===== src/rtl/framebuffer_pattern_gen_if.sv =====
// framebuffer_pattern_gen_if: push-button inputs and lane/sync outputs of the test-pattern source.
interface framebuffer_pattern_gen_if #(parameter int LANES = 30);
  logic color_button;
  logic mode_button;
  logic [LANES-1:0] data;
  logic data_valid;
  logic sync;
  logic [1:0] mode;
  modport master(input color_button, mode_button, output data, data_valid, sync, mode);
  modport slave(output color_button, mode_button, input data, data_valid, sync, mode);
endinterface


===== src/rtl/framebuffer_pattern_gen.sv =====
// framebuffer_pattern_gen: framebuffer stand-in producing lane bits, valid and frame sync for the driver.
// Define FBPG_DEBOUNCE_EN to insert a DEBOUNCE_CYCLES debouncer after each button synchroniser.
module framebuffer_pattern_gen #(
  parameter int LANES = 30,
  parameter int SEGMENT_CYCLES = 513,
  parameter int BLANKING_CYCLES = 72,
  parameter int GROUP_LEN = 48,
  parameter int MUX_COUNT = 8
`ifdef FBPG_DEBOUNCE_EN
  , parameter int DEBOUNCE_CYCLES = 65536
`endif
) (
  input logic clk_33,
  input logic rst,
  framebuffer_pattern_gen_if.master bus
);
  localparam int SW = $clog2(SEGMENT_CYCLES);
  localparam int MW = MUX_COUNT > 1 ? $clog2(MUX_COUNT) : 1;
  localparam int GW = $clog2(GROUP_LEN + 1);
  localparam int PW = LANES > 1 ? $clog2(LANES) : 1;
  logic [SW-1:0] seg_cnt;
  logic [MW-1:0] mux_cnt;
  logic [GW-1:0] grp_cnt;
  logic [PW-1:0] walk_pos;
  logic [1:0] color_sel, mode_r, pend, btn_s1, btn_s2, btn_edge;
  logic blanking, seg_last, boundary, valid_nxt, hit;
  logic [LANES-1:0] data_nxt;
  int color_bit, led_idx;
  assign blanking = seg_cnt < SW'(BLANKING_CYCLES);
  assign seg_last = seg_cnt == SW'(SEGMENT_CYCLES - 1);
  assign boundary = seg_last && mux_cnt == MW'(MUX_COUNT - 1);
  assign bus.mode = mode_r;
  always_comb begin
    color_bit = int'(grp_cnt) % 3;
    led_idx = int'(grp_cnt) / 3;
    valid_nxt = !blanking && grp_cnt < GW'(GROUP_LEN);
    hit = mode_r == 2'd1 ? color_bit == (led_idx % 3 + int'(color_sel)) % 3
        : mode_r == 2'd3 ? color_bit == int'(color_sel) && led_idx == int'(mux_cnt) % (GROUP_LEN / 3)
        : color_bit == int'(color_sel);
    data_nxt = !(valid_nxt && hit) ? '0 : mode_r == 2'd2 ? LANES'(1) << walk_pos : '1;
  end
  always_ff @(posedge clk_33 or posedge rst)
    if (rst) {btn_s2, btn_s1} <= '0;
    else {btn_s2, btn_s1} <= {btn_s1, bus.mode_button, bus.color_button};
`ifdef FBPG_DEBOUNCE_EN
  localparam int DW = DEBOUNCE_CYCLES > 1 ? $clog2(DEBOUNCE_CYCLES) : 1;
  // The accepted level only flips after DEBOUNCE_CYCLES consecutive differing samples.
  for (genvar i = 0; i < 2; i++) begin : g_deb
    logic [DW-1:0] cnt;
    logic lvl, done;
    assign done = cnt == DW'(DEBOUNCE_CYCLES - 1);
    assign btn_edge[i] = btn_s2[i] && !lvl && done;
    always_ff @(posedge clk_33 or posedge rst)
      if (rst) begin
        cnt <= '0;
        lvl <= 1'b0;
      end else if (btn_s2[i] == lvl || done) begin
        cnt <= '0;
        lvl <= btn_s2[i];
      end else cnt <= cnt + 1'b1;
  end
`else
  logic [1:0] btn_s3;
  always_ff @(posedge clk_33 or posedge rst)
    if (rst) btn_s3 <= '0;
    else btn_s3 <= btn_s2;
  assign btn_edge = btn_s2 & ~btn_s3;
`endif
  // Settings only move at the sync cycle; an edge arriving in that same cycle waits for the next frame.
  always_ff @(posedge clk_33 or posedge rst)
    if (rst) begin
      seg_cnt <= '0;
      mux_cnt <= '0;
      grp_cnt <= '0;
      bus.data <= '0;
      bus.data_valid <= 1'b0;
      bus.sync <= 1'b0;
      mode_r <= '0;
      color_sel <= '0;
      walk_pos <= '0;
      pend <= '0;
    end else begin
      seg_cnt <= seg_last ? '0 : seg_cnt + 1'b1;
      if (seg_last) mux_cnt <= mux_cnt == MW'(MUX_COUNT - 1) ? '0 : mux_cnt + 1'b1;
      grp_cnt <= blanking || seg_last || grp_cnt == GW'(GROUP_LEN) ? '0 : grp_cnt + 1'b1;
      bus.data <= data_nxt;
      bus.data_valid <= valid_nxt;
      bus.sync <= boundary;
      pend <= boundary ? btn_edge : pend | btn_edge;
      if (boundary) begin
        if (pend[0]) color_sel <= color_sel == 2'd2 ? 2'd0 : color_sel + 2'd1;
        if (pend[1]) mode_r <= mode_r + 2'd1;
        walk_pos <= walk_pos == PW'(LANES - 1) ? '0 : walk_pos + 1'b1;
      end
    end
endmodule


===== src/flat_wrapper.sv =====
// flat-port wrapper written by rule: the top's interface ports become plain ports
module framebuffer_pattern_gen_flat 
#(
  parameter int LANES = 30,
  parameter int SEGMENT_CYCLES = 513,
  parameter int BLANKING_CYCLES = 72,
  parameter int GROUP_LEN = 48,
  parameter int MUX_COUNT = 8

)
  (clk_33, rst, bus_color_button, bus_mode_button, bus_data, bus_data_valid, bus_sync, bus_mode);
  framebuffer_pattern_gen_if #(.LANES(LANES)) bus_i ();
  input logic clk_33;
  input logic rst;
  input wire logic [$bits(bus_i.color_button)-1:0] bus_color_button;
  input wire logic [$bits(bus_i.mode_button)-1:0] bus_mode_button;
  output wire logic [$bits(bus_i.data)-1:0] bus_data;
  output wire logic [$bits(bus_i.data_valid)-1:0] bus_data_valid;
  output wire logic [$bits(bus_i.sync)-1:0] bus_sync;
  output wire logic [$bits(bus_i.mode)-1:0] bus_mode;
  assign bus_i.color_button = bus_color_button;
  assign bus_i.mode_button = bus_mode_button;
  assign bus_data = bus_i.data;
  assign bus_data_valid = bus_i.data_valid;
  assign bus_sync = bus_i.sync;
  assign bus_mode = bus_i.mode;
  framebuffer_pattern_gen #(.LANES(LANES), .SEGMENT_CYCLES(SEGMENT_CYCLES), .BLANKING_CYCLES(BLANKING_CYCLES), .GROUP_LEN(GROUP_LEN), .MUX_COUNT(MUX_COUNT)) u_core (.clk_33(clk_33), .rst(rst), .bus(bus_i));
endmodule

===== config.mk =====
export PLATFORM = sky130hd
export DESIGN_NAME = framebuffer_pattern_gen_flat
export DESIGN_NICKNAME = d
export VERILOG_FILES = /design/src/rtl/framebuffer_pattern_gen_if.sv /design/src/rtl/framebuffer_pattern_gen.sv /design/src/flat_wrapper.sv
export SDC_FILE = /design/constraint.sdc
export NUM_CORES = 1
export LEC_CHECK = 0
export ABC_AREA = 1
export BUFFER_PORTS_ARGS = -buffer_cell sky130_fd_sc_hd__buf_2
export CAP_MARGIN = 20
export CORE_UTILIZATION = 60
export DETAILED_ROUTE_END_ITERATION = 10
export HOLD_SLACK_MARGIN = 0.05
export PLACE_DENSITY = 0.79
export SLEW_MARGIN = 25
export SYNTH_ARGS = -nofsm -noshare
export SYNTH_HDL_FRONTEND = slang
export SYNTH_SLANG_ARGS = --single-unit
export TNS_END_PERCENT = 50

===== constraint.sdc =====
create_clock -name clk_33 -period 27.3 [get_ports clk_33]
set_input_delay 2.73 -clock clk_33 [delete_from_list [all_inputs] [get_ports clk_33]]
set_output_delay 2.73 -clock clk_33 [all_outputs]
set_load 0.01 [all_outputs]

==> summary by stage, run 1 <==
Setup path
The critical path launch point type is a register. The number of buffer and inverter instances along the worst setup path is 13. The most used cell along the critical path is nand2_1. The path length in cells of the critical path is 79.

The critical path's slowest cell is dfrtp_1. By startpoint and endpoint, the worst setup path is classified as register to register. The kind of end point of the critical path is a register. For the worst setup path, the data required time is 27550 ps.

The kind of cell with the highest combined delay along the critical path is simple AND/OR/NAND/NOR gates. The worst stage delay on the critical path is 460 ps. The highest fanout seen on the critical path is 30. The worst register-to-register path begins at u_core.grp_cnt[4].

The critical path starts at u_core.grp_cnt[4]. The depth of the most critical reg-to-reg path is 79. At the worst endpoint, the arrival time is 11490 ps.

Global route
The first-pass GRT wire length is 21.1 mm. The combined global-route utilization of all metal layers is 25.3%. Entering global routing, the biggest net connects 69 pins. The via count of the first global-routing pass is 4971. The overflow left after global routing is 0. The initial antenna violation count came to 0.

CTS
The number of gates resized after CTS was 0. Counting every sink on the clock net gives 68. TritonCTS built the clock tree. The number of buffers inserted during clock tree synthesis is 9. The CTS clock-pin slew for the worst setup and hold paths is 60 ps.

The count of hold buffers inserted by post-cts repair is 0. In this run the number of H-tree levels came out at 3. The clock passes through at most 2 buffers. Clock latency on the worst-skew pair, taken at its later pin, is 340 ps. The tree is rooted in a clkbuf_8.

In this run the post-CTS setup repair buffer count came out at 0.

Routing
In the final routed layout, each cell accounts on average for 11.6 microns. The number of iterations in the first detailed-routing pass is 5. Summed over all layers, the routed wires come to 12.2 mm.

In the routed design, unresolved DRC markers number 0. The number of routed nets with antenna violations is 0. After the first detailed-routing iteration, the DRC count stood at 264.

The routed layout has 5496 vias. The number of vias per cell is 5.23.

Synthesis
After synthesis, the share of flip-flops with an asynchronous set or reset is 100%. The number of synthesized register bits is 68. In this run, synthesis inferred 0 flip-flops with an integrated enable. Synthesis handed over a netlist of 880 instances. After synthesis, the cell types taking the most area are dfrtp_1 28%, nand2_1 13%, inv_1 8.8%, nand3_1 6.5%, ha_1 6.2%. Yosys mapped the design onto 48 distinct sky130hd cell types. In this run the cell area of the synthesized design comes to 6010 sq um.

A synthesized cell averages 6.83 sq um. The share of the Yosys chip area taken by registers is 28.3%. The fraction of synthesized cell area taken by the top area cell type is 28.3%. The post-synthesis net count is 915. The most used flip-flop cell after synthesis is dfrtp_1. The biggest area contributor in the post-synthesis netlist is dfrtp_1.

The number of warnings printed during yosys synthesis is 0.

Finish
Leaving out fill and tap cells, the most frequent cell in the layout is nand2_1. Excluding fillers, the count of instances in the completed layout stands at 1050. The final antenna diode count is 0.

The post-route netlist has 17.4% of its cells at a drive strength greater than 1. For this run, the share of the core covered by cells in the final layout is 66.2%. After filler insertion, the fill cell instance count of the layout stands at 920. The top cell types in the final layout, fill and taps aside, are 210 x nand2_1, 140 x inv_1, 78 x nand3_1. The area added between synthesis and finish is 7.18%. The number of nets at the end of the flow is 949.

Die
The floorplan die height is 102 microns. Row generation in the floorplan step produced 36 rows. The initial utilization of the core area, before any placement, comes to 61.8%. The overall die area is 10400 sq um. The placeable core region is 9730 sq um. The die is 102 microns wide. The I/O pin count is 38.

STA
The total count of hold-check failures in the final report came to 0. For the pin with the worst max-slew slack, the measured transition is 956 ps. Derived from the worst setup path, the maximum achievable clock frequency is 89.0 MHz.

After layout, the worst path uses 41.1% of the clock period. The final count of pins violating max slew is 0. The largest clock skew in the final design is 5.49 ps. After layout, the minimum clock period comes to 11230 ps. After routing, the total negative slack on setup checks comes to 0 ps. The setup-violating endpoint count in the final report is 0. Setup repair after global routing left no endpoint under its margin.

The max-slew headroom at the worst pin is 36.3%.

Placed design
After legalization and detailed placement, the total HPWL measured 9.60 mm. Once placement completed, the tool counted placed cells totaling 1036. The placer's final routability congestion estimate is 0.893. The number of buffers inserted by port buffering is 37.

Job
Max-cap violations in this run came to 0.

Power
Dividing total power by cell area gives a power density of 27.6 nW/um^2. The overall power of the completed layout is 178 uW. The maximum ir drop on the vdd rail is 0.0000459 V. For this design the static power due to leakage is 0.00378 uW.

Worst hold path
The tightest min-delay check is of the register to register type. The worst hold path was traced through 0 stages. The beginning of the worst hold path is u_core.btn_s1[1].

Outcome
The run finished with clean final reports.
layer usage:
| layer | part of all wire, % | GRT usage (%) | vias to the layer above |
|---|---|---|---|
| li1 | - | - | 2860 |
| met1 | 47 | 32.4 | 2532 |
| met2 | 48 | 44.3 | 88 |
| met3 | 2.9 | 3.69 | 16 |
| met4 | 1.6 | 7.91 | 0 |
| met5 | 0 | 0 | - |
power breakdown:
part           internal (uW)  switching (uW)
Combinational          0.273            1.89
Sequential               101           0.135
Clock                   40.9            33.6
Total                    142            35.6
state kept, by name, indices dropped and copies added (netlist names):
signal,cells
u_core.btn_s1,2
u_core.btn_s2,2
u_core.btn_s3,2
u_core.bus.data,30
u_core.bus.data_valid,1
u_core.bus.mode,2
u_core.bus.sync,1
u_core.color_sel,2
u_core.grp_cnt,6
u_core.mux_cnt,3
u_core.pend,2
u_core.seg_cnt,10
u_core.walk_pos,5
cell families after synthesis:
| family | after synthesis | synth area share, % |
|---|---|---|
| and+or+nand+nor | 492 | 40.8 |
| adders and majority gates | 31 | 6.58 |
| AOI/OAI and AO/OA | 83 | 8.04 |
| DFF | 68 | 28.3 |
| buffers and inverters | 174 | 11.6 |
| xor gates and xnor gates | 32 | 4.66 |
synth_stat cells (10+ instances only):
cell / count
nor2_4: 10
o21ai_1: 15
nor2_1: 65
nand2_1: 210
nand4_1: 23
nand3_2: 13
inv_2: 13
nor2_2: 37
xor2_1: 27
ha_1: 30
nor3_1: 19
a21oi_1: 22
nand2_2: 20
dfrtp_1: 68
nand3_1: 78
inv_1: 141
o21ai_0: 20
per-stage QoR:
| stage | hold slack [ps] | cell area [sq um] | worst slack [ps] |
|---|---|---|---|
| 2_1_floorplan | 331 | 6010 | 17870 |
| 3_3_place_gp | 339 | 6270 | 16470 |
| 3_5_place_dp | 341 | 6270 | 16180 |
| 4_1_cts | 355 | 6440 | 16100 |
| 5_1_grt | 357 | 6440 | 14860 |
| 6_report | 352 | 6440 | 16070 |
final cells by class:
cell class	instances	area, sq um	area share [%]
clock inverters	3	40.0	0.622
repair buffers	38	193	2.99
inverters	159	599	9.31
flip-flops and latches	68	1700	26.4
well taps	133	166	2.58
clock buffers	11	131	2.04
multi-input cells	638	3610	56.0
final timing paths:
check                                       to  slack [ps]
setup / recovery           u_core.bus.data[12]       16070
hold reg to reg               u_core.btn_s2[1]         350
setup reg to reg           u_core.bus.data[12]       16070
max in group asynchronous  u_core.bus.data[27]       24150
hold / removal                u_core.btn_s2[1]         350
min in group asynchronous     u_core.btn_s1[1]        2630
Power figures use the tool's default switching activity.
==> run 2, diff against run 1 <==
Clock period 27.3 ns to 11.73 ns, I/O delays scaled along.
==> run 2 against run 1 <==
Against the previous run: hold slack improved by 2.6 ps; largest power group unchanged; critical endpoint is now u_core.bus.data[17]; clock-buffer cell count up 2; flip-flop and latch count is the same; combinational power is 130% higher; non-clock buffer count rose by 8; highest routed layer unchanged; global-route usage grew 0.29 points.
==> summary by stage, run 2 (synthesized netlist as in run 1, its figures left out) <==
STA
The maximum achievable frequency is 95.5 MHz (+7.2%). The total count of hold-check failures in the final report came to 0 (unchanged). The post-route minimum period was 10470 ps (-757 ps). The setup-violating endpoint count in the final report came to 0 (unchanged). The part of the cycle the worst path needs is 89.3% (+48 points). The max-slew headroom at the worst pin came to 46.2% (+9.9 points). The largest clock skew in the final design is 6.29 ps (+0.798 ps). The hold slack is 355 ps (+2.65 ps).

The final worst setup slack was 1260 ps (-14810 ps). The final count of pins violating max slew is 0 (unchanged). The total negative slack for setup checks is 0 ps (unchanged).

The worst-margin pin slew is 808 ps (-148 ps).

Routing
The number of vias per cell is 5.19 (-0.76%). The wire length reported by the detailed router is 12.6 mm (+3.0%). The post-detailed-route DRC marker count is 0 (unchanged). The vias after detailed routing was 5506 (+0.18%).

The number of iterations in the first detailed-routing pass is 5 (unchanged). The routed wire length per instance is 11.9 microns (+2.0%). The number of routed nets with antenna violations is 0 (unchanged). The violation count after the first detailed-route iteration is 158 (-40%).

CTS
The maximum clock insertion buffer count was 2 (unchanged). The number of buffers inserted during clock tree synthesis is 9 (unchanged). The depth of the CTS H-tree is 3 (unchanged).

The count of hold buffers inserted by post-cts repair is 0 (unchanged). The worst-skew pair later-pin latency is 350 ps (about the same). TritonCTS built the clock tree. CTS placed an instance of clkbuf_8 at the clock tree root. The CTS clock-pin slew for the worst setup and hold paths was 60 ps (about the same). The number of clock sinks came to 68 (unchanged).

Global route
The first-pass GRT wire length is 21.3 mm (+1.1%). The combined global-route utilization of all metal layers came to 25.6% (+0.29 points). The via count of the first global-routing pass came to 5082 (+2.2%).

The maximum number of pins on one net before global-route repair is 69 (unchanged). The overflow left after global routing was 0 (unchanged). The initial antenna violation count is 0 (unchanged).

Placed design
The pre-CTS setup slack was 719 ps (-15460 ps). The half-perimeter wire length after placement is 9.60 mm (about the same). The number of buffers inserted by port buffering is 37 (unchanged). The placer's final routability congestion estimate was 0.894 (+0.11%).

Worst hold path
The number of cells on the worst hold path is 0 (unchanged). The class of the worst hold path is register to register.

Finish
The final antenna diode count is 0 (unchanged). The ratio of cells with drive above 1 in the final layout is 18.7% (+1.2 points). The area added between synthesis and finish is 9.43%.

The library cell used most frequently in the layout, excluding fill and tap cells, is nand2_1. The number of flip-flops under the largest register name is 30 (unchanged). The number of nets at the end of the flow is 958 (+0.95%). The largest registers in the layout are u_core.bus.data: 30 flops, u_core.seg_cnt: 10 flops, u_core.grp_cnt: 6 flops. The filler cell count is 881 (-4.2%). The register containing the most flip-flops in the final layout is u_core.bus.data. In the layout the commonest cells are 209 x nand2_1, 138 x inv_1, 78 x nand3_1.

Power
The power density over the cells is 64.6 nW/um^2 (+130%). The leakage power is 0.00385 uW (+1.8%). The maximum ir drop on the vdd rail is 0.0000994 V (+120%).

Setup path
The highest fanout seen on the critical path is 15 (-50%). The worst stage delay on the critical path was 460 ps (about the same). The kind of end point of the critical path is a register. The data required time of the worst path came to 12010 ps (-15540 ps). The path length in cells of the critical path is 79 (unchanged). The arrival time of data at the critical path endpoint is 10750 ps (-740 ps).

The category of cells accounting for the largest share of critical-path delay is simple AND/OR/NAND/NOR gates. The depth of the most critical reg-to-reg path is 79 (unchanged). The worst setup path is launched from a register. The critical path's slowest cell is dfrtp_1. By startpoint and endpoint, the worst setup path is classified as register to register. The number of buffer and inverter instances along the worst setup path was 14 (+1). The most used cell along the critical path is nand2_1.

Die
The initial core utilization is 61.8% (unchanged). The placeable core region was 9730 sq um (unchanged). The overall die area is 10400 sq um (unchanged). The floorplan die height is 102 microns (unchanged). The die outline width came to 102 microns (unchanged). The count of standard-cell rows was 36 (unchanged). The I/O pin count is 38 (unchanged).

Outcome
The flow ran to the end, and the final reports show no timing, DRC or antenna violations.

Job
The number of maximum-capacitance violations came to 0 (unchanged).
run 2: metal layers:
metal	share of wire (%)	up-vias	track usage [%]
li1	-	2870	-
met1	47	2518	32.7
met2	48	99	44.3
met3	3.2	19	3.97
met4	1.9	0	8.79
met5	0	-	0
run 2: cell type report:
class | count | area, sq um | share of cell area (%)
Multi-Input combinational cell | 639 | 3670 | 55.8
Clock buffer | 13 | 149 | 2.26
Clock inverter | 2 | 35.0 | 0.533
Tap cell | 133 | 166 | 2.53
Timing Repair Buffer | 46 | 253 | 3.84
Sequential cell | 68 | 1700 | 25.9
Inverter | 159 | 603 | 9.17
run 2: per-stage QoR:
stage	power, uW	util (%)	cells	cell area [sq um]
after floorplan	244	-	880	6010
after global placement	246	64.5	1037	6280
after detailed placement	246	64.5	1037	6280
after CTS	429	66.4	1052	6460
after global routing	438	67.6	1060	6580
final	425	67.6	1060	6580
run 2: power breakdown:
group	total (uW)	switching (uW)	internal (uW)
combinational	5.06	4.42	0.637
sequential	236	0.337	236
clock	184	80.9	103
total	425	85.6	339
run 2: what timing repair did:
action,CTS,global route
resized for setup,0,10
setup endpoints to repair,0,30
setup buffers,0,7
run 2: path summary, 6_finish.rpt:
check / from / endpoint / slack [ps]
min reg2reg: u_core.btn_s1[0] / u_core.btn_s2[0] / 350
min: u_core.btn_s1[0] / u_core.btn_s2[0] / 350
max: u_core.grp_cnt[4] / u_core.bus.data[17] / 1260
min in group asynchronous: rst / u_core.bus.sync / 1060
max in group asynchronous: rst / u_core.bus.data[8] / 10160
max reg2reg: u_core.grp_cnt[4] / u_core.bus.data[17] / 1260
